<file path="src/rtl/fsqrt_unit_if.sv">
// Handshake bundle between the FPU (master) and the fsqrt responder (slave).
interface fsqrt_unit_if;
    logic [31:0] input_a;
    logic        enable;
    logic [31:0] output_z;
    logic        out_stb;
    logic        busy;

    modport master (output input_a, enable, input output_z, out_stb, busy);
    modport slave  (input input_a, enable, output output_z, out_stb, busy);
endinterface

</file>
<file path="src/rtl/fsqrt_unit.sv">
// Iterative binary32 square root (FSQRT.S), RNE only, restoring recurrence.
// One root bit per cycle; result held in DONE until enable is released.
module fsqrt_unit #(
    parameter logic [31:0] CANON_NAN = 32'h7FC00000,
    parameter int          ITERS     = 25
) (
    input  logic g_clk,
    input  logic g_rst,
    fsqrt_unit_if.slave bus
);
    localparam int RW   = 2 * ITERS;
    localparam int REMW = ITERS + 3;

    localparam logic [2:0] S_IDLE   = 3'd0;
    localparam logic [2:0] S_UNPACK = 3'd1;
    localparam logic [2:0] S_NORM   = 3'd2;
    localparam logic [2:0] S_ITER   = 3'd3;
    localparam logic [2:0] S_ROUND  = 3'd4;
    localparam logic [2:0] S_DONE   = 3'd5;

    logic [2:0]        state;
    logic [31:0]       a_q;
    logic [23:0]       mant;
    logic signed [9:0] expo;
    logic [RW-1:0]     rad;
    logic [REMW-1:0]   rem;
    logic [ITERS-1:0]  root;
    logic [4:0]        cnt;
    logic [7:0]        res_exp;
    logic [31:0]       z_q;
    logic              stb_q;

    assign bus.output_z = z_q;
    assign bus.out_stb  = stb_q;
    assign bus.busy     = (state != S_IDLE);

    // Operand fields of the captured value
    logic       a_sgn;
    logic [7:0] a_exp;
    logic [22:0] a_frc;
    assign a_sgn = a_q[31];
    assign a_exp = a_q[30:23];
    assign a_frc = a_q[22:0];

    // Normalisation step and exponent preparation on entry to ITER
    logic [23:0]       m_sh;
    logic signed [9:0] e_sh;
    logic [23:0]       prep_m;
    logic signed [9:0] prep_e;
    logic signed [9:0] e_even;
    logic signed [9:0] e_res;
    logic [24:0]       m25;
    logic [RW-1:0]     prep_rad;

    always_comb begin
        m_sh   = {mant[22:0], 1'b0};
        e_sh   = expo - 10'sd1;
        prep_m = m_sh;
        prep_e = e_sh;
        if (state == S_UNPACK) begin
            prep_m = {1'b1, a_frc};
            prep_e = $signed({2'b00, a_exp}) - 10'sd127;
        end
        // An odd exponent is folded into the radicand so the root exponent is exact
        m25      = prep_e[0] ? {prep_m, 1'b0} : {1'b0, prep_m};
        e_even   = prep_e - {9'd0, prep_e[0]};
        e_res    = (e_even >>> 1) + 10'sd127;
        prep_rad = {m25, {(RW-25){1'b0}}};
    end

    // One restoring step: bring down two radicand bits, try root*4+1
    logic [REMW-1:0] rem_sh;
    logic [REMW-1:0] trial;
    logic            take;

    always_comb begin
        rem_sh = {rem[REMW-3:0], rad[RW-1:RW-2]};
        trial  = {1'b0, root, 2'b01};
        take   = (rem_sh >= trial);
    end

    // RNE from round bit root[0] and sticky remainder
    logic        sticky;
    logic        inc;
    logic [24:0] mant_r;
    logic [7:0]  exp_r;

    always_comb begin
        sticky = (rem != '0);
        inc    = root[0] & (sticky | root[1]);
        mant_r = {1'b0, root[ITERS-1:1]} + {24'd0, inc};
        exp_r  = res_exp + {7'd0, mant_r[24]};
    end

    always_ff @(posedge g_clk or negedge g_rst) begin
        if (!g_rst) begin
            state   <= S_IDLE;
            a_q     <= '0;
            mant    <= '0;
            expo    <= '0;
            rad     <= '0;
            rem     <= '0;
            root    <= '0;
            cnt     <= '0;
            res_exp <= '0;
            z_q     <= '0;
            stb_q   <= 1'b0;
        end else begin
            case (state)
                S_IDLE: begin
                    if (!bus.enable) begin
                        a_q   <= bus.input_a;
                        state <= S_UNPACK;
                    end
                end
                S_UNPACK: begin
                    if (bus.enable) begin
                        state <= S_IDLE;
                    end else if (a_exp == 8'hFF) begin
                        z_q   <= (a_frc != '0 || a_sgn) ? CANON_NAN : 32'h7F800000;
                        stb_q <= 1'b1;
                        state <= S_DONE;
                    end else if (a_exp == 8'h00 && a_frc == '0) begin
                        z_q   <= {a_sgn, 31'd0};
                        stb_q <= 1'b1;
                        state <= S_DONE;
                    end else if (a_sgn) begin
                        z_q   <= CANON_NAN;
                        stb_q <= 1'b1;
                        state <= S_DONE;
                    end else if (a_exp == 8'h00) begin
                        mant  <= {1'b0, a_frc};
                        expo  <= -10'sd126;
                        state <= S_NORM;
                    end else begin
                        rad     <= prep_rad;
                        res_exp <= e_res[7:0];
                        rem     <= '0;
                        root    <= '0;
                        cnt     <= '0;
                        state   <= S_ITER;
                    end
                end
                S_NORM: begin
                    if (bus.enable) begin
                        state <= S_IDLE;
                    end else if (m_sh[23]) begin
                        rad     <= prep_rad;
                        res_exp <= e_res[7:0];
                        rem     <= '0;
                        root    <= '0;
                        cnt     <= '0;
                        state   <= S_ITER;
                    end else begin
                        mant <= m_sh;
                        expo <= e_sh;
                    end
                end
                S_ITER: begin
                    if (bus.enable) begin
                        state <= S_IDLE;
                    end else begin
                        rem  <= take ? rem_sh - trial : rem_sh;
                        root <= {root[ITERS-2:0], take};
                        rad  <= {rad[RW-3:0], 2'b00};
                        cnt  <= cnt + 5'd1;
                        if (cnt == 5'(ITERS - 1)) state <= S_ROUND;
                    end
                end
                S_ROUND: begin
                    if (bus.enable) begin
                        state <= S_IDLE;
                    end else begin
                        z_q   <= {1'b0, exp_r, mant_r[22:0]};
                        stb_q <= 1'b1;
                        state <= S_DONE;
                    end
                end
                S_DONE: begin
                    if (bus.enable) begin
                        stb_q <= 1'b0;
                        state <= S_IDLE;
                    end
                end
                default: begin
                    stb_q <= 1'b0;
                    state <= S_IDLE;
                end
            endcase
        end
    end
endmodule

</file>
<file path="src/flat_wrapper.sv">
// flat-port wrapper written by rule: the top's interface ports become plain ports
module fsqrt_unit_flat 
#(
    parameter logic [31:0] CANON_NAN = 32'h7FC00000,
    parameter int          ITERS     = 25
)
  (g_clk, g_rst, bus_input_a, bus_enable, bus_output_z, bus_out_stb, bus_busy);
  fsqrt_unit_if bus_i ();
  input  logic g_clk;
  input  logic g_rst;
  input wire logic [$bits(bus_i.input_a)-1:0] bus_input_a;
  input wire logic [$bits(bus_i.enable)-1:0] bus_enable;
  output wire logic [$bits(bus_i.output_z)-1:0] bus_output_z;
  output wire logic [$bits(bus_i.out_stb)-1:0] bus_out_stb;
  output wire logic [$bits(bus_i.busy)-1:0] bus_busy;
  assign bus_i.input_a = bus_input_a;
  assign bus_i.enable = bus_enable;
  assign bus_output_z = bus_i.output_z;
  assign bus_out_stb = bus_i.out_stb;
  assign bus_busy = bus_i.busy;
  fsqrt_unit #(.CANON_NAN(CANON_NAN), .ITERS(ITERS)) u_core (.g_clk(g_clk), .g_rst(g_rst), .bus(bus_i));
endmodule
</file>
<file path="config.mk">
export PLATFORM = sky130hd
export DESIGN_NAME = fsqrt_unit_flat
export DESIGN_NICKNAME = d
export VERILOG_FILES = /design/src/rtl/fsqrt_unit_if.sv /design/src/rtl/fsqrt_unit.sv /design/src/flat_wrapper.sv
export SDC_FILE = /design/constraint.sdc
export NUM_CORES = 1
export LEC_CHECK = 0
export CELL_PAD_IN_SITES_DETAIL_PLACEMENT = 0
export CELL_PAD_IN_SITES_GLOBAL_PLACEMENT = 1
export CORE_MARGIN = 2
export CORE_UTILIZATION = 51
export DETAILED_ROUTE_END_ITERATION = 6
export GPL_ROUTABILITY_DRIVEN = 1
export PLACE_DENSITY = 0.84
export SYNTH_ARGS = -nofsm -noshare
export SYNTH_HDL_FRONTEND = slang
export SYNTH_SLANG_ARGS = --single-unit
</file>
<file path="constraint.sdc">
create_clock -name g_clk -period 6.3 [get_ports g_clk]
set_clock_uncertainty 0.1 [all_clocks]
set_input_delay 0.945 -clock g_clk [delete_from_list [all_inputs] [get_ports g_clk]]
set_output_delay 0.945 -clock g_clk [all_outputs]
set_load 0.01 [all_outputs]
</file>
After elaboration in Yosys (flattened, before gate mapping)
Index checks and enable logic that the tools add are counted.
- flip-flop bits (word level): 217
- input port bits: 35
- output and inout bits: 34
- $add $sub $neg: 8
- magnitude comparators: 1
- equal/unequal tests: 23
- multiplexer cells: 91
- bitwise logic cells: 4
- reductions and logical operators: 20
- operators with widths (kind ; number):
    50-bit two-way mux ; 8
    28-bit two-way mux ; 9
    25-bit two-way mux ; 9
    23-bit two-way mux ; 8
    32-bit two-way mux ; 5
    50-bit one-hot mux with 3 select lines ; 1
    28-bit one-hot mux with 3 select lines ; 1
    25-bit one-hot mux with 3 select lines ; 1
    10-bit two-way mux ; 7
    32-bit one-hot mux with 2 select lines ; 1
    8-bit two-way mux ; 7
    23-bit one-hot mux with 2 select lines ; 1
    5-bit two-way mux ; 8
    3-bit two-way mux ; 11
    28-bit by 27-bit greater-or-equal comparator with 1-bit output ; 1
    28-bit nonzero test ; 1
    28-bit by 27-bit subtractor with 28-bit output ; 1
    24-bit by 1-bit adder with 25-bit output ; 1
    24-bit two-way mux ; 1
    2-bit != test, second input constant ; 12
    23-bit zero test ; 1
    23-bit nonzero test ; 1
    10-bit one-hot mux with 2 select lines ; 1
    3-bit one-hot mux with 6 select lines ; 1
    35 further kinds ; 49

Depth between registers and ports, before layout
- depth in word-level cells: 10
- gate-level depth with buffers: 16

Worst setup path after synthesis
Ideal clock, no wire load.
- kind: reg2reg
- from: register u_core.a_q[23]
- to: register u_core.res_exp[7]
- setup time: 120 ps
- arrival time: 3088 ps
- required time: 6080 ps
- setup slack: 2992 ps
- stages on the path, launching flop included: 14
- buffers on the path: 3
- clock period less this slack: 3308 ps
- cell sequence: dfrtp_1 > clkbuf_1 > clkbuf_1 > buf_1 > inv_1 > ha_1 > o21ai_1 > ha_1 > o211ai_1 > a2111oi_2 > xnor2_1 > nor4_2 > xnor2_1 > o21ai_2
- longest elaborated chain between the ends: 10
- elaborated cells on any way between the ends: 19
- ends and longest elaborated chain (what ; line ; text):
    start, declared ; fsqrt_unit.sv:22 ; logic [31:0] a_q;
    start signal, assigned ; fsqrt_unit.sv:112 ; a_q <= bus.input_a;
    8-bit by 7-bit subtractor with 9-bit output ; fsqrt_unit.sv:62 ; prep_e = $signed({2'b00, a_exp}) - 10'sd127;
    9-bit two-way mux ; fsqrt_unit.sv:60 ; if (state == S_UNPACK) begin
    9-bit by 1-bit subtractor with 9-bit output ; fsqrt_unit.sv:66 ; e_even = prep_e - {9'd0, prep_e[0]};
    8-bit adder ; fsqrt_unit.sv:67 ; e_res = (e_even >>> 1) + 10'sd127;
    8-bit two-way mux ; fsqrt_unit.sv:131 ; end else if (a_exp == 8'h00) begin
    8-bit two-way mux ; fsqrt_unit.sv:127 ; end else if (a_sgn) begin
    8-bit two-way mux ; fsqrt_unit.sv:123 ; end else if (a_exp == 8'h00 && a_frc == '0) begin
    8-bit two-way mux ; fsqrt_unit.sv:119 ; end else if (a_exp == 8'hFF) begin
    8-bit two-way mux ; fsqrt_unit.sv:117 ; if (bus.enable) begin
    8-bit one-hot mux with 2 select lines ; fsqrt_unit.sv:109 ; case (state)
    end signal, assigned ; fsqrt_unit.sv:137 ; res_exp <= e_res[7:0];
    end signal, assigned ; fsqrt_unit.sv:149 ; res_exp <= e_res[7:0];
    end, declared ; fsqrt_unit.sv:29 ; logic [7:0] res_exp;
Several ways; a longest one is shown, not always the timed one. The select of a mux whose other input is x is not followed.
A chain may end at the register's enable or synchronous reset.

Worst setup path after layout
- from: register u_core.root[0]
- to: register u_core.z_q[29], in the netlist u_core.bus.output_z[29]
- longest elaborated chain between the ends: 5
- ends and longest elaborated chain (what ; line ; text):
    start, declared ; fsqrt_unit.sv:27 ; logic [ITERS-1:0] root;
    start signal, assigned ; fsqrt_unit.sv:164 ; root <= {root[ITERS-2:0], take};
    1-bit bitwise AND ; fsqrt_unit.sv:90 ; inc = root[0] & (sticky | root[1]);
    24-bit by 1-bit adder with 25-bit output ; fsqrt_unit.sv:91 ; mant_r = {1'b0, root[ITERS-1:1]} + {24'd0, inc};
    8-bit by 1-bit adder with 8-bit output ; fsqrt_unit.sv:92 ; exp_r = res_exp + {7'd0, mant_r[24]};
    32-bit two-way mux ; fsqrt_unit.sv:171 ; if (bus.enable) begin
    32-bit one-hot mux with 2 select lines ; fsqrt_unit.sv:109 ;
    end signal, assigned ; fsqrt_unit.sv:120 ; z_q <= (a_frc != '0 || a_sgn) ? CANON_NAN : 32'h7F800000;
    end signal, assigned ; fsqrt_unit.sv:124 ; z_q <= {a_sgn, 31'd0};
    end signal, assigned ; fsqrt_unit.sv:174 ; z_q <= {1'b0, exp_r, mant_r[22:0]};
    end, declared ; fsqrt_unit.sv:30 ; logic [31:0] z_q;
No other way between the ends. The select of a mux whose other input is x is not followed.

==> results by group <==
Run status
  – Status: complete, no violations

GRT
  – GR Util All Layers: 0.2415
  – Initial antenna violation count: 0
  – First-pass GRT wire length: roughly 46000 microns
  – Largest net degree at the start of global routing: 85
  – Vias in the first global route: 8925
  – Congestion Overflow GR: 0

Floorplan
  – Core Footprint: between 20000 and 25000 sq um
  – # rows: 54
  – Initial Util: 0.5232
  – Die W: ~150 microns
  – I/O pins: 69
  – Die area: between 20000 and 25000 sq um
  – Height of the die: 154.1 microns

Timing
  – TNS Setup: 0 ps
  – Slew Viols, Final: 0
  – Final hold vios: 0
  – Final setup viols: 0
  – F_max: 282.4 MHz
  – Fin crit share: 0.5621
  – Unrepaired setup endpoints after global routing: no
  – Tightest Pin Transition: 1092 ps
  – Slew HR: 0.2722
  – Minimum clock period: about 3500 ps

Route
  – Vias: 9291
  – Vias per cell: ~6
  – Router iterations before antenna repair: 5
  – Post-DRT Antenna Nets: 0
  – Drt total wl: approximately 28000 microns
  – Residual DRC count: 0
  – First DRT Iteration DRCs: 594
  – Wire length per cell: about 18 microns

CTS
  – CTS max path bufs: 2
  – Root Driver: clkbuf_16
  – Post-CTS Setup Bufs: 0
  – Clk Latency, worst-skew pair: 450 ps
  – CTS tree: built
  – H-tree Lvls: 4
  – CTS resizes: 0
  – Cts hold-fix bufs: 0
  – Worst-path clk slew: approximately 80 ps
  – CTS Buf Count: 17
  – Clock Sink Count: roughly 190

Setup path
  – Crit-path cells: inv_1 -> nor2_1 -> ha_1 -> nand3_1 -> nor2_1 -> nand4_1 -> nor3_1 -> and3_1 -> and3_1 -> ha_1 -> ha_1 -> and3_1 -> nand3_1 -> xnor2_1 -> nor2_1 -> o31ai_1
  – Worst Path Arrival: 3800 ps
  – Crit-path max cell delay: ~460 ps
  – CP Class: flop to flop
  – CP endpoint kind: flop
  – Slowest cell on crit path: nor3_1
  – Worst Setup Start Kind: flop
  – WP data required: ~6600 ps
  – CP Max Fanout: 4

Synth
  – Post-Syn Area: between 10000 and 15000 sq um
  – Cell variety after synth: 74
  – Top_reg_cell synth: dfrtp_1
  – Syn Area/Cell: between 9 and 10 sq um
  – Post-synthesis cell count: 1257
  – Syn_nets: between 1000 and 1500
  – Number of flops mapped to enable cells by yosys: 0
  – FF+latch count, synth: 191
  – Fraction of registers with async set/reset: 1.000
  – Post-synthesis sequential area ratio: 0.4160
  – Yosys warning count: 0

Power and ir drop
  – Pleak: approximately 5.4 nW
  – Power share of the clock group: 0.151
  – Max rail drop VDD: 0.3102 mV
  – Combinational share of power: 0.556
  – Pwr Density: 571.6 nW/um^2
  – Tot Pwr: about 0.0074 W
  – Sequential power share: 0.293
  – Pint: around 0.0041 W
  – Sw frac: 0.4458
  – Psw: approximately 0.0033 W

Layout
  – Fillers: between 1500 and 2000
  – Final instance area: 12900 sq um
  – Synth-to-layout area growth: 12.25%
  – Final Instance Count excl. Fillers: ~1600
  – Share of cells above drive strength 1: 0.07758
  – # diodes: 0
  – Layout net count: 1348

Placement
  – DP Wirelength: around 19000 microns
  – Placed instance count: roughly 1500
  – Buffers on Ports: a little under 70
  – Final Wtd Congestion: 0.8938
  – DP Area: 12290 sq um

Hold path
  – Hold WC Path Type: flop to flop

Run
  – Max cap viols: 0
==> routing by layer <==
| layer | vias to the layer above | part of all wire | track usage | wire length [microns] |
|---|---|---|---|---|
| met1 | 4468 | 0.47 | 0.3288 | 12920 |
| met5 | - | 0 | 0 | 0 |
| met3 | 42 | 0.031 | 0.03495 | 867 |
| li1 | 4607 | - | - | - |
| met2 | 174 | 0.48 | 0.3972 | 13320 |
| met4 | 0 | 0.023 | 0.08233 | 646 |
==> cell usage after synthesis (all sizes together), types with 7 or more instances <==
library cell,count,share of area
nor3,21,0.0096
o21ai,92,0.041
a21o,10,0.0066
o31ai,51,0.034
nor4,16,0.0093
and3,12,0.0065
mux2,33,0.032
xor2,18,0.014
ha,37,0.040
nand3,28,0.012
buf,22,0.011
a221o,9,0.0078
dfrtp,191,0.42
nand2,145,0.047
nor2,73,0.024
a211oi,48,0.032
inv,45,0.015
nor2b,23,0.013
nand4,14,0.0076
xnor2,48,0.037
a21oi,102,0.045
mux2i,43,0.037
clkbuf,60,0.021
a22o,10,0.0076
o21a,7,0.0046
nand2b,7,0.0038
nor3b,25,0.016
==> path summary, 6_finish.rpt <==
kind,endpoint,depth (start not counted),startpoint,slack [ps]
max,u_core.bus.output_z[29]$_DFFE_PN0P_,16,u_core.root[0]$_DFFE_PN0P_,2760
min,u_core.bus.output_z[7]$_DFFE_PN0P_,2,u_core.bus.output_z[7]$_DFFE_PN0P_,380
max reg2reg,u_core.bus.output_z[29]$_DFFE_PN0P_,16,u_core.root[0]$_DFFE_PN0P_,2760
min reg2reg,u_core.bus.output_z[7]$_DFFE_PN0P_,2,u_core.bus.output_z[7]$_DFFE_PN0P_,380
max in group asynchronous,u_core.state[2]$_DFFE_PN0P_,2,g_rst,4370
min in group asynchronous,u_core.bus.output_z[4]$_DFFE_PN0P_,1,g_rst,420
==> state kept, by name (all words and copies together) (netlist names) <==
name and cells:
u_core.a_q 32, u_core.bus.out_stb 1, u_core.bus.output_z 32, u_core.cnt 5, u_core.expo 9, u_core.mant 23
u_core.rad 25, u_core.rem 28, u_core.res_exp 8, u_core.root 25, u_core.state 3
==> power groups by stage <==
stage | sequential (W) | clock (W) | combinational (W)
finish | 0.00216 | 0.00112 | 0.00410
floorplan | 0.00201 | 0 | 0.00322
global placement | 0.00216 | 0 | 0.00403
global route | 0.00223 | 0.00119 | 0.00456
CTS | 0.00215 | 0.00114 | 0.00410
detailed placement | 0.00217 | 0 | 0.00407
==> worst max-delay path, delay by kind of cell (launching register included) <==
family | cells | cell delay, ps
AOI/OAI and AO/OA | 1 | 180
xor gates and xnor gates | 1 | 150
adders and majority gates | 3 | 560
buffers and inverters | 1 | 120
DFF | 1 | 400
and+or+nand+nor | 10 | 1950
==> metrics by stage <==
| stage | setup slack [ps] | utilization | hold WS (ps) |
|---|---|---|---|
| after floorplan | 2992 | - | 348.8 |
| after global placement | 2712 | 0.5596 | 361.2 |
| after detailed placement | 2709 | 0.5596 | 366.3 |
| after CTS | 2756 | 0.5873 | 383.6 |
| after global routing | 2399 | 0.5873 | 406.5 |
| final | 2759 | 0.5873 | 380.2 |
==> area by class of cell <==
type	count	area [sq um]	share of cell area
repair buffers	82	789.5	0.06122
clock inverters	13	165.2	0.01281
multi-input cells	939	6200	0.4807
clock buffers	19	442.9	0.03435
inverters	45	168.9	0.01310
well taps	280	350.3	0.02717
flip-flops and latches	191	4780	0.3706
==> kinds of logic (layout without fill, tap and decap cells) <==
| group | count (synthesis) | after routing | synth area share |
|---|---|---|---|
| adders and majority gates | 37 | 37 | 0.04030 |
| buffers and inverters | 127 | 159 | 0.04639 |
| DFF | 191 | 191 | 0.4160 |
| muxes | 76 | 76 | 0.06981 |
| and+or+nand+nor | 386 | 386 | 0.1636 |
| xor gates and xnor gates | 66 | 66 | 0.05032 |
| AOI/OAI and AO/OA | 374 | 374 | 0.2136 |
==> layout by cell type (no fill, tap or decap), types with 4 or more instances in the layout <==
cell / count
nand2b_1: 7
inv_6: 5
nand3_1: 28
o21ai_1: 6
nand4_1: 14
mux2i_1: 43
o21ai_0: 84
a22o_1: 10
inv_1: 45
nand2_1: 145
nor4_1: 15
buf_4: 14
and4_1: 6
clkdlybuf4s50_1: 67
xnor2_1: 48
and3_1: 12
o21bai_1: 4
a221o_1: 9
a21oi_1: 100
nor2b_1: 23
dfrtp_1: 191
o31ai_1: 50
xor2_1: 18
ha_1: 37
clkbuf_16: 17
a21o_1: 9
a211oi_1: 47
a31oi_1: 6
o21a_1: 7
mux2_2: 33
nor2_1: 71
nor3b_1: 24
and2_1: 4
nor3_1: 20
Power figures use the tool's default switching activity.
